[config.mk]
export PLATFORM = sky130hd
export DESIGN_NAME = ram_loader
export DESIGN_NICKNAME = d
export VERILOG_FILES = /design/src/rtl/loader_pkg.sv /design/src/rtl/loader_timeout.sv /design/src/rtl/ram_loader.sv
export SDC_FILE = /design/constraint.sdc
export NUM_CORES = 1
export LEC_CHECK = 0
export ABC_AREA = 1
export CORE_ASPECT_RATIO = 1.25
export CORE_MARGIN = 2
export CORE_UTILIZATION = 58
export CTS_BUF_LIST = sky130_fd_sc_hd__clkbuf_16
export DETAILED_ROUTE_END_ITERATION = 12
export PLACE_DENSITY = 0.8
export SLEW_MARGIN = 30
export SYNTH_ARGS = -nofsm -noshare
export SYNTH_HDL_FRONTEND = slang
export SYNTH_SLANG_ARGS = --single-unit
[constraint.sdc]
create_clock -name CLK_50 -period 2.1 [get_ports CLK_50]
set_input_delay 0.315 -clock CLK_50 [delete_from_list [all_inputs] [get_ports CLK_50]]
set_output_delay 0.315 -clock CLK_50 [all_outputs]
set_load 0.02 [all_outputs]
[src/rtl/loader_pkg.sv]
// Shared types and helpers for the RAM loader: FSM states, frame header byte
// and the word-count decode.
package loader_pkg;

    typedef enum logic [2:0] {
        ST_IDLE    = 3'd0,
        ST_COUNT   = 3'd1,
        ST_DATA_HI = 3'd2,
        ST_DATA_LO = 3'd3,
        ST_CHECK   = 3'd4
    } loader_state_t;

    localparam logic [7:0] LOADER_HEADER = 8'hA5;

    // A count byte of zero stands for a full 256-word frame.
    function automatic logic [8:0] word_count(input logic [7:0] n);
        return (n == 8'd0) ? 9'd256 : {1'b0, n};
    endfunction

endpackage

[src/rtl/loader_timeout.sv]
// Idle-interval counter: counts cycles without a byte while enabled and flags
// expiry on the TIMEOUT_CYCLES-th idle cycle unless a byte arrives that cycle.
module loader_timeout #(
    parameter int TIMEOUT_CYCLES = 5_000_000
) (
    input  logic CLK_50,
    input  logic resetN,
    input  logic clear,
    input  logic enable,
    output logic expire
);

    localparam int CNT_W = (TIMEOUT_CYCLES > 2) ? $clog2(TIMEOUT_CYCLES) : 1;
    localparam logic [CNT_W-1:0] TERM_CNT = CNT_W'(TIMEOUT_CYCLES - 1);

    logic [CNT_W-1:0] idle_cnt;

    always_ff @(posedge CLK_50 or negedge resetN) begin
        if (!resetN) begin
            idle_cnt <= '0;
        end else if (clear || !enable) begin
            idle_cnt <= '0;
        end else if (idle_cnt != TERM_CNT) begin
            idle_cnt <= idle_cnt + CNT_W'(1);
        end
    end

    // An arriving byte takes priority over expiry in the same cycle.
    assign expire = enable && !clear && (idle_cnt == TERM_CNT);

endmodule

[src/rtl/ram_loader.sv]
// Fills the CPU data RAM from a framed byte stream (A5, N, {hi,lo} x W, csum),
// stalling the CPU for the duration of each frame.
//
// state      | meaning
// IDLE       | waiting for header byte A5
// COUNT      | next byte is the word count N
// DATA_HI    | next byte is a word's high byte
// DATA_LO    | next byte is a word's low byte, triggers the RAM write
// CHECK      | next byte is the checksum
module ram_loader
    import loader_pkg::*;
#(
    parameter int ADDR_WIDTH     = 10,
    parameter int BASE_ADDR      = 0,
    parameter int TIMEOUT_CYCLES = 5_000_000
) (
    input  logic                  CLK_50,
    input  logic                  resetN,
    input  logic                  rx_valid,
    input  logic [7:0]            rx_data,
    output logic                  ram_we,
    output logic [ADDR_WIDTH-1:0] ram_addr,
    output logic [15:0]           ram_wdata,
    output logic                  cpu_holdN,
    output logic                  busy,
    output logic                  done,
    output logic                  error
);

    localparam logic [ADDR_WIDTH-1:0] BASE = ADDR_WIDTH'(BASE_ADDR);

    loader_state_t         state_q, state_d;
    logic [8:0]            wcnt_q, wcnt_d;
    logic [8:0]            idx_q, idx_d;
    logic [7:0]            sum_q, sum_d;
    logic [7:0]            hi_q, hi_d;
    logic                  ram_we_d;
    logic [ADDR_WIDTH-1:0] ram_addr_d;
    logic [15:0]           ram_wdata_d;
    logic                  done_d, error_d;
    logic                  expire;

    loader_timeout #(
        .TIMEOUT_CYCLES(TIMEOUT_CYCLES)
    ) u_timeout (
        .CLK_50 (CLK_50),
        .resetN (resetN),
        .clear  (rx_valid),
        .enable (busy),
        .expire (expire)
    );

    always_comb begin
        state_d     = state_q;
        wcnt_d      = wcnt_q;
        idx_d       = idx_q;
        sum_d       = sum_q;
        hi_d        = hi_q;
        ram_we_d    = 1'b0;
        ram_addr_d  = ram_addr;
        ram_wdata_d = ram_wdata;
        done_d      = done;
        error_d     = error;

        if (expire) begin
            state_d = ST_IDLE;
            error_d = 1'b1;
        end else if (rx_valid) begin
            case (state_q)
                ST_IDLE: begin
                    if (rx_data == LOADER_HEADER) begin
                        state_d = ST_COUNT;
                        done_d  = 1'b0;
                        error_d = 1'b0;
                        idx_d   = 9'd0;
                        sum_d   = 8'd0;
                    end
                end
                ST_COUNT: begin
                    wcnt_d  = word_count(rx_data);
                    state_d = ST_DATA_HI;
                end
                ST_DATA_HI: begin
                    hi_d    = rx_data;
                    sum_d   = sum_q + rx_data;
                    state_d = ST_DATA_LO;
                end
                ST_DATA_LO: begin
                    sum_d       = sum_q + rx_data;
                    ram_we_d    = 1'b1;
                    ram_addr_d  = BASE + ADDR_WIDTH'(idx_q);
                    ram_wdata_d = {hi_q, rx_data};
                    idx_d       = idx_q + 9'd1;
                    state_d     = (idx_q + 9'd1 == wcnt_q) ? ST_CHECK : ST_DATA_HI;
                end
                ST_CHECK: begin
                    state_d = ST_IDLE;
                    if (rx_data == sum_q) begin
                        done_d = 1'b1;
                    end else begin
                        error_d = 1'b1;
                    end
                end
                default: state_d = ST_IDLE;
            endcase
        end
    end

    always_ff @(posedge CLK_50 or negedge resetN) begin
        if (!resetN) begin
            state_q   <= ST_IDLE;
            wcnt_q    <= 9'd0;
            idx_q     <= 9'd0;
            sum_q     <= 8'd0;
            hi_q      <= 8'd0;
            ram_we    <= 1'b0;
            ram_addr  <= '0;
            ram_wdata <= 16'd0;
            cpu_holdN <= 1'b1;
            busy      <= 1'b0;
            done      <= 1'b0;
            error     <= 1'b0;
        end else begin
            state_q   <= state_d;
            wcnt_q    <= wcnt_d;
            idx_q     <= idx_d;
            sum_q     <= sum_d;
            hi_q      <= hi_d;
            ram_we    <= ram_we_d;
            ram_addr  <= ram_addr_d;
            ram_wdata <= ram_wdata_d;
            cpu_holdN <= (state_d == ST_IDLE);
            busy      <= (state_d != ST_IDLE);
            done      <= done_d;
            error     <= error_d;
        end
    end

endmodule

==> flow_metrics.tcl <==
set metrics [dict create \
    status "complete, no violations" \
    htreeDepth 3 \
    synth_area_leader_cell "dfrtp_1" \
    cts_root_buf "clkbuf_16" \
    slew_violations 0 \
    grt_remaining_overflow 0 \
    powerDensity_nw_per_um2 1200 \
    num_antenna_cells 0 \
    maxCapViolCount 0 \
    die_y_um 103 \
    clock_path_buffers 2 \
    syn_to_final_growth_pct 20.9 \
    numCtsBuffers 9 \
    period_share_pct 93.0 \
    drc 0 \
    wl_per_cell_um 14.1 \
    postSynthAreaPerCell_um2 7.96 \
    vias_per_cell 5.49 \
    critPathCaptureType "flip-flop" \
    post_cts.repair.setup_buffers 0 \
    wl_mm 10.4 \
    startpoint_type "flip-flop" \
    crit_family "simple AND/OR/NAND/NOR gates" \
    final-setup-viol-count 0 \
    hold_path.class "input port to asynchronous set/reset pin" \
    ys_ff_latch 90 \
    grt_setup_unrepaired "false" \
    fp-row-count 36 \
    path_class "flip-flop to flip-flop" \
    dieArea_um2 8620 \
    grt_antenna_before_repair 0 \
    cp_max_fo 6 \
    clkSinkCount 90 \
    synth_nets 596 \
    finalInstanceArea_um2 5530 \
    grt_max_degree 43 \
    start_util_pct 59.1 \
    async_reset_ff_share_pct 100 \
    path_cells "ha_1, nand3_2, inv_1, nand4_1, nor3_2, nand3_1, nand3_1, inv_1, nor2_1, nand2_1" \
    hold_viol 0 \
    core_region_area_um2 7750 \
    grtUsageTotal_pct 26.4 \
    synth_cell_types 39 \
    cp-startpoint "u_timeout.idle_cnt[1]" \
    path_clk_slew_ns 0.07 \
    nets 659 \
    synthFlopType "dfrtp_1" \
    synth_top_area_share_pct 48.7 \
    synth_warnings 0 \
    synth_most_common_cell "nand2_1" \
    synthesis.instances 575 \
    utilization_pct 71.4 \
    postPlaceCellArea_um2 5240 \
    netlist_top_cells_count "nand2_1 (156), dfrtp_1 (89), inv_1 (70)" \
    max_freq_ghz 0.512 \
    reg2reg_to "busy" \
    total_power_mw 6.66 \
    drive_gt1_share_pct 10.4 \
    cp_slowest_stage_delay_ns 0.38 \
    gp_congestion 0.863 \
    hpwl_mm 7.60 \
    clock_skew_ns 0.00540 \
    cp_num_buf_inv 2 \
    antenna_left 0 \
    syn_area_um2 4580 \
    yosysSeqAreaShare_pct 49.2 \
    cp_slowest_cell "dfrtp_1" \
    portBuffers 40 \
    dieWidth_um 83.5 \
    grt_pass1_wl_mm 18.1 \
    grt_pass1_vias 3985 \
    regToRegSetupSlack_ns 0.15 \
    total_leakage_power_nw 2.65 \
    io_pins 42 \
    min_period_ns 1.95 \
    vias 4049 \
    drtIter0Drc 292 \
    worstRegToRegCells 10 \
    cts_tree "built" \
    irDropWorstVdd_mv 0.918 \
    cp.arrival_ns 2.18 \
    required_ns 2.33 \
    synthTopCellsByArea "dfrtp_1 (49%), nand2_1 (13%), inv_1 (5.7%)" \
    drtPass1Iterations 5 \
    synth-edff-count 0 \
    clk_latency_ns 0.34 \
    r2r_start "u_timeout.idle_cnt[1]" \
]
[how the worst max path moves through the flow]
stage,end,depth (start not counted)
after floorplan,error,8
after global placement,error,9
after detailed placement,sum_q[6],12
after CTS,busy,12
after global routing,busy,12
final,busy,10
[sequential cells by signal, summed over array words and instances, names as in the netlist]
signal / count
u_timeout.idle_cnt: 23
busy: 1
ram_addr: 9
cpu_holdN: 1
hi_q: 8
idx_q: 9
ram_we: 1
sum_q: 8
done: 1
error: 1
ram_wdata: 16
state_q: 3
wcnt_q: 9
[layout make-up]
class / count / area, um2
Tap cell: 95 / 119
Timing Repair Buffer: 63 / 598
Sequential cell: 90 / 2260
Fill cell: 620 / 2210
Multi-Input combinational cell: 399 / 2000
Clock buffer: 9 / 225
Inverter: 75 / 282
Clock inverter: 7 / 53.8
[per-stage QoR]
| step | worst slack, ns | cells | hold slack [ns] | setup TNS, ns |
|---|---|---|---|---|
| detailed placement | -0.153 | 721 | 0.240 | -0.688 |
| CTS | 0.136 | 738 | 0.424 | 0 |
| floorplan | 0.509 | 575 | 0.0194 | 0 |
| global route | 0.00586 | 738 | 0.457 | 0 |
| global placement | -0.0516 | 721 | 0.237 | -0.0993 |
| finish | 0.147 | 738 | 0.416 | 0 |
[logic make-up (layout without fill, tap and decap cells)]
family	count (synthesis)	in the layout	synth area share, %
AO/OA/AOI/OAI	90	90	10.9
buffers and inverters	86	154	7.22
adder cells (fa/ha/maj)	10	10	2.90
AND/OR/NAND/NOR	289	289	28.0
XOR/XNOR	9	9	1.72
other	1	1	0.0819
flip-flops	90	90	49.2
[cell usage in the layout, fill, tap and decap left out, drive strengths merged, types with 2 or more instances in the layout]
cell,Yosys,layout
a21oi,19,19
a31oi,3,3
buf,4,23
clkbuf,7,9
clkdlybuf4s50,0,39
clkinv,0,2
clkinvlp,0,2
dfrtp,89,89
ha,9,9
inv,75,78
nand2,158,158
nand3,49,49
nand3b,2,2
nand4,11,11
nor2,49,49
nor3,13,13
nor3b,2,2
nor4,3,3
o21ai,56,56
o22ai,6,6
o31ai,2,2
or2,2,2
xnor2,2,2
xor2,7,7
[timing repair]
item,in CTS,in global routing
hold buffers,1,0
resized for setup,0,4
endpoints found under the hold margin,23,0
setup endpoints to repair,0,11
[routing by layer]
layer  GRT usage [%]  share of wire [%]
met5               0                  0
met4            12.0                3.0
met3            4.84                3.7
met2            47.0                 50
met1            31.6                 43
[power breakdown]
group / internal [mW] / leakage [nW] / switching [mW]
Sequential: 2.28 / 1.16 / 0.407
Combinational: 1.05 / 1.36 / 1.42
Clock: 0.809 / 0.134 / 0.692
(Power assumes the default switching activity.)
